`src/rtl/mem_bus_arbiter_pkg.sv`:
```
// mem_bus_arbiter_pkg: shared types and constants for the instruction/data memory bus arbiter
package mem_bus_arbiter_pkg;

    localparam int BUS_XLEN = 32;
    localparam logic [2:0] FETCH_OP = 3'b010;

    typedef enum logic [1:0] {IDLE, ISSUE, WAIT_RSP, RESP} arb_state_t;

    typedef enum logic {OWN_INST, OWN_DATA} arb_owner_t;

    typedef struct packed {
        logic                we;
        logic [BUS_XLEN-1:0] addr;
        logic [BUS_XLEN-1:0] wdata;
        logic [2:0]          op;
    } bus_req_t;

endpackage

```
`src/rtl/arb_streak_ctr.sv`:
```
// arb_streak_ctr: saturating count of consecutive data grants made while a fetch waits
module arb_streak_ctr #(
    parameter int MAX = 4
) (
    input  logic clk,
    input  logic reset_n,
    input  logic inc,
    input  logic clr,
    output logic sat
);

    logic [3:0] count;

    assign sat = count == 4'(MAX);

    // count up to MAX and hold there; clear has priority
    always_ff @(posedge clk or negedge reset_n) begin
        if (!reset_n)
            count <= '0;
        else if (clr)
            count <= '0;
        else if (inc && !sat)
            count <= count + 4'd1;
    end

endmodule

```
`src/rtl/n_bit_reg_wclr.sv`:
```
// n_bit_reg_wclr: N-bit register with write enable and synchronous clear
module n_bit_reg_wclr #(
    parameter int N = 8
) (
    input  logic         clk,
    input  logic         reset_n,
    input  logic         wen,
    input  logic         clr,
    input  logic [N-1:0] d,
    output logic [N-1:0] q
);

    // clear wins over load so a stale value never survives a clear request
    always_ff @(posedge clk or negedge reset_n) begin
        if (!reset_n)
            q <= '0;
        else if (clr)
            q <= '0;
        else if (wen)
            q <= d;
    end

endmodule

```
`src/rtl/mem_bus_arbiter.sv`:
```
// mem_bus_arbiter: shares one memory bus between fetch and data ports, one transaction at a time
module mem_bus_arbiter #(
    parameter int MAX_DATA_STREAK = 4,
    parameter int XLEN            = 32
) (
    input  logic            clk,
    input  logic            reset_n,
    input  logic            inst_req,
    input  logic [XLEN-1:0] inst_addr,
    input  logic            inst_kill,
    output logic [XLEN-1:0] inst_rdata,
    output logic            inst_valid,
    output logic            inst_stall,
    input  logic            data_req,
    input  logic            data_we,
    input  logic [XLEN-1:0] data_addr,
    input  logic [XLEN-1:0] data_wdata,
    input  logic [2:0]      data_op,
    output logic [XLEN-1:0] data_rdata,
    output logic            data_valid,
    output logic            data_stall,
    output logic            bus_req,
    output logic            bus_we,
    output logic [XLEN-1:0] bus_addr,
    output logic [XLEN-1:0] bus_wdata,
    output logic [2:0]      bus_op,
    input  logic            bus_gnt,
    input  logic            bus_rvalid,
    input  logic [XLEN-1:0] bus_rdata
);

    import mem_bus_arbiter_pkg::*;

    arb_state_t state, state_nx;
    arb_owner_t owner;
    bus_req_t   pay, pay_d;
    logic       killed;
    logic       streak_sat;
    logic       any_req, grant_inst, start, rsp;

    assign any_req    = inst_req | data_req;
    assign grant_inst = inst_req & (~data_req | streak_sat);
    assign start      = (state == IDLE) & any_req;
    assign rsp        = (state == WAIT_RSP) & bus_rvalid;
    assign pay_d      = grant_inst ? {1'b0, inst_addr, {XLEN{1'b0}}, FETCH_OP}
                                   : {data_we, data_addr, data_wdata, data_op};

    n_bit_reg_wclr #(.N($bits(bus_req_t))) u_pay (
        .clk     (clk),
        .reset_n (reset_n),
        .wen     (start),
        .clr     (state == RESP),
        .d       (pay_d),
        .q       (pay)
    );

    arb_streak_ctr #(.MAX(MAX_DATA_STREAK)) u_streak (
        .clk     (clk),
        .reset_n (reset_n),
        .inc     (start & ~grant_inst & inst_req),
        .clr     ((state == IDLE) & (~inst_req | grant_inst)),
        .sat     (streak_sat)
    );

    // state register
    always_ff @(posedge clk or negedge reset_n) begin
        if (!reset_n)
            state <= IDLE;
        else
            state <= state_nx;
    end

    // next state: one request is issued, granted, answered and reported in turn
    always_comb begin
        state_nx = state;
        case (state)
            IDLE:     state_nx = any_req ? ISSUE : IDLE;
            ISSUE:    state_nx = bus_gnt ? WAIT_RSP : ISSUE;
            WAIT_RSP: state_nx = bus_rvalid ? RESP : WAIT_RSP;
            RESP:     state_nx = IDLE;
            default:  state_nx = IDLE;
        endcase
    end

    // owner is latched at arbitration; killed marks an in-flight fetch whose result must be dropped
    always_ff @(posedge clk or negedge reset_n) begin
        if (!reset_n) begin
            owner  <= OWN_INST;
            killed <= 1'b0;
        end else begin
            if (start)
                owner <= grant_inst ? OWN_INST : OWN_DATA;
            if (state == RESP)
                killed <= 1'b0;
            else if (state != IDLE && owner == OWN_INST && inst_kill)
                killed <= 1'b1;
        end
    end

    // capture read data for the owner; killed fetches and stores leave their rdata untouched
    always_ff @(posedge clk or negedge reset_n) begin
        if (!reset_n) begin
            inst_rdata <= '0;
            data_rdata <= '0;
        end else begin
            if (rsp && owner == OWN_INST && !killed && !inst_kill)
                inst_rdata <= bus_rdata;
            if (rsp && owner == OWN_DATA && !pay.we)
                data_rdata <= bus_rdata;
        end
    end

    assign inst_valid = (state == RESP) & (owner == OWN_INST) & ~killed & ~inst_kill;
    assign data_valid = (state == RESP) & (owner == OWN_DATA);
    assign inst_stall = inst_req & ~inst_valid;
    assign data_stall = data_req & ~data_valid;

    assign bus_req   = state == ISSUE;
    assign bus_we    = bus_req & pay.we;
    assign bus_addr  = bus_req ? pay.addr : '0;
    assign bus_wdata = bus_req ? pay.wdata : '0;
    assign bus_op    = bus_req ? pay.op : '0;

endmodule

```
`config.mk`:
```
export PLATFORM = sky130hd
export DESIGN_NAME = mem_bus_arbiter
export DESIGN_NICKNAME = d
export VERILOG_FILES = /design/src/rtl/mem_bus_arbiter_pkg.sv /design/src/rtl/arb_streak_ctr.sv /design/src/rtl/n_bit_reg_wclr.sv /design/src/rtl/mem_bus_arbiter.sv
export SDC_FILE = /design/constraint.sdc
export NUM_CORES = 1
export LEC_CHECK = 0
export BUFFER_PORTS_ARGS = -buffer_cell sky130_fd_sc_hd__buf_2
export CORE_AREA = 10 10 137 139
export DETAILED_ROUTE_END_ITERATION = 10
export DIE_AREA = 0 0 147 149
export GPL_ROUTABILITY_DRIVEN = 0
export PLACE_DENSITY = 0.77
export SLEW_MARGIN = 10
export SYNTH_ARGS = -nofsm -noshare
export SYNTH_HDL_FRONTEND = slang
export SYNTH_SLANG_ARGS = --single-unit
```
`constraint.sdc`:
```
create_clock -name clk -period 1.6 [get_ports clk]
set_input_delay 0.08 -clock clk [delete_from_list [all_inputs] [get_ports clk]]
set_output_delay 0.08 -clock clk [all_outputs]
set_load 0.05 [all_outputs]
```
==> out/qor.yml <==
run_status:
  status: "finished with violations"
  violations: "negative setup slack"
yosys:
  yosysWarnings: 0
  synth.top_cell.area_share_pct: 49.2
  synth_async_sr_flop_share_pct: 100
  synth_edf_count: 0
  postSynthCellCount: 685
  ys_types: 34
  synth_area_um2: 7120
  synth_top_area_cell: "dfrtp_1"
  synthSimpleGateAreaFrac_pct: 17.9
  synth-xor-area-share_pct: 0
  ys.flop_type: "dfrtp_1"
  synth.area.top_cells: "dfrtp_1 49%, mux2_2 9.5%, and2_1 6.0%"
  ys_seq_elements: 140
  yosysSeqAreaShare_pct: 49.2
  yosys-mux-area-fraction_pct: 15.1
  synth_compound_area_share_pct: 12.9
  synth_top_family_by_area: "simple AND/OR/NAND/NOR gates"
  syn_area_per_cell_um2: 10.4
  synth_fa_ha_area_share_pct: 0.351
  syn_nets: 826
power_and_ir_drop:
  power_density_nw_per_um2: 2030
  leakage_nw: 5.64
  irDropWorstVdd_mv: 1.53
detailed_routing:
  ant_nets: 0
  post-route-drc-count: 0
  num_vias: 7309
  wl_mm: 29.7
  drt-wirelength-per-cell_um: 23.2
  firstDrtPassIters: 5
  drt_iter0_markers: 547
  viasPerCell: 5.71
floorplanning:
  core_um2: 16200
  core.rowCount: 47
  die_h_um: 149
  design.die.area_um2: 21900
  die_x_um: 147
  start_util_pct: 44.1
  io_pins: 276
global_route:
  grt_use_total_pct: 24.1
  grt_first_pass_wirelength_mm: 42.3
  grt_pass1_vias: 7533
  antenna_found_initial: 2
  overflow: 0
  grt_max_degree: 47
clock_tree:
  clockBufferDepth: 2
  cts.sinks: 140
  cts_inserted_buffers: 17
  clk_latency_ns: 0.42
  root_buffer: "clkbuf_16"
  cts_tree: "done"
  htree_levels: 4
  clkTransAtPathRegs_ns: 0.06
timing:
  slew_headroom_pct: 72.7
  timing.setup.tns_ns: -20.75
  finClkSkew_ns: 0.0124
  final_max_slew_viol_count: 0
  max_freq_ghz: 0.553
  period_share_pct: 113
  fin_crit_ns: 1.81
  hold_viol_final: 0
  setup_viol: 165
  worst_pin_slew_ns: 0.407
  timing.final.ws_setup_ns: -0.208
  grt_setup_unrepaired: "true"
worst_setup_path:
  r2r-end: "inst_rdata[4]"
  r2r_slack_ns: -0.19
  crit_fanout: 4
  cp_common_cell: "buf_6"
  worst_ep_arrival_time_ns: 1.73
  worstPathCellList: "buf_6 > and2_2 > nor4b_4 > nor2b_4 > buf_6"
  cp-startpoint: "state[0]"
  cp_slowest_cell: "nor4b_4"
  worst_path_largest_cell_delay_ns: 0.38
  cp.required_ns: 1.52
  start_kind: "flop"
  critPathKind: "reg2out"
  reg2reg_depth: 6
  cp-end-kind: "output port"
place:
  dp.cells: 1143
  place_area_um2: 8940
  dp_slack_ns: -0.0604
  io_buffer_count: 275
  dp_hpwl_mm: 16.2
finish:
  finish.utilization_pct: 72.8
  layout_commonest_cell: "buf_2"
  n_fill_cell: 1067
  drive_gt1_share_pct: 49.4
  fin_cells: 1279
  final_cell_mix: "200 x buf_2, 140 x dfrtp_1, 70 x dlygate4sd3_1, 68 x buf_8, 67 x and2_4"
  syn_to_final_growth_pct: 65.3
  final_nets: 1185
  stdcell_area_um2: 11800
worst_hold_path:
  hp-start: "inst_addr[7]"
  min_path_type: "in2reg"
  whs_path_depth: 3
  min_to: "u_pay.q[42]"
run:
  maxCapViolations: 0
-- critical path: cells and delay by family, from the launching register on --
family	cells	cell delay [ns]
flip-flops	1	0.37
buffers and inverters	2	0.29
AND/OR/NAND/NOR	3	0.65
-- cell families after synthesis --
logic type                 count (synthesis)
AOI/OAI and AO/OA                        147
adders and majority gates                  2
buffers and inverters                     73
DFF                                      140
muxes                                     98
and+or+nand+nor                          225
-- flip-flops by register name (all words and copies together), names as in the netlist, named ones only --
register and count:
data_rdata 32, inst_rdata 32, killed 1, owner 1
state 1, u_pay.q 68, u_streak.count 4
-- layer usage --
layer  track usage [%]  share of wire (%)
met5                 0                  0
met4              12.2                4.1
met3              7.25                8.0
met2              41.1                 52
met1              27.0                 36
-- synthesized netlist by cell type, types with 2 or more instances --
library cell / count
buf_2: 12
inv_1: 5
a21oi_1: 68
buf_1: 3
nor2b_1: 3
mux2_4: 4
nand2b_1: 2
dfrtp_1: 140
nand3b_1: 34
o21ai_0: 39
and2_1: 68
ha_1: 2
nor3_1: 3
o22ai_1: 2
nand2_1: 36
nand3_1: 2
mux2_2: 60
buf_6: 3
nor2_1: 35
clkbuf_1: 49
mux2i_1: 34
nand4_1: 36
a32o_1: 34
-- power breakdown --
part | switching, mW | internal, mW | leakage, nW
registers | 0.908 | 5.04 | 1.79
clock network | 1.66 | 2.21 | 0.279
logic | 8.63 | 5.52 | 3.57
total | 11.2 | 12.8 | 5.64
-- worst max path at each step --
stage          slack [ns]  cells after the start              to
2_1_floorplan       -0.09                      5  inst_rdata[11]
3_3_place_gp        -0.04                      4  inst_rdata[11]
6_report            -0.21                      5      inst_stall
3_5_place_dp        -0.06                      4  inst_rdata[11]
5_1_grt             -0.25                      6   bus_wdata[25]
4_1_cts             -0.20                      6   bus_wdata[26]
-- cell type report --
class	count	area (um^2)	area share (%)
antenna	2	5.00	0.0425
sequential	140	3500	29.7
tap	220	275	2.34
multi-input combinational	472	3560	30.3
clock inverter	14	133	1.13
timing repair buffer	408	3830	32.5
inverter	5	26.3	0.223
clock buffer	18	439	3.73
-- through the flow --
step / hold slack, ns / power, mW
final: 0.0209 / 24.0
after global routing: 0.0352 / 24.9
after CTS: 0.00422 / 22.1
after detailed placement: 0.0227 / 16.6
after global placement: 0.0171 / 16.4
after floorplan: -0.216 / 13.6
-- timing repair --
item	CTS	global route
cloned	6	13
pin swaps	3	38
buffers inserted	10	6
endpoints found under the setup margin	132	206
resized for setup	209	131
hold buffers	70	0
hold endpoints to repair	227	0
Power figures use the tool's default switching activity.
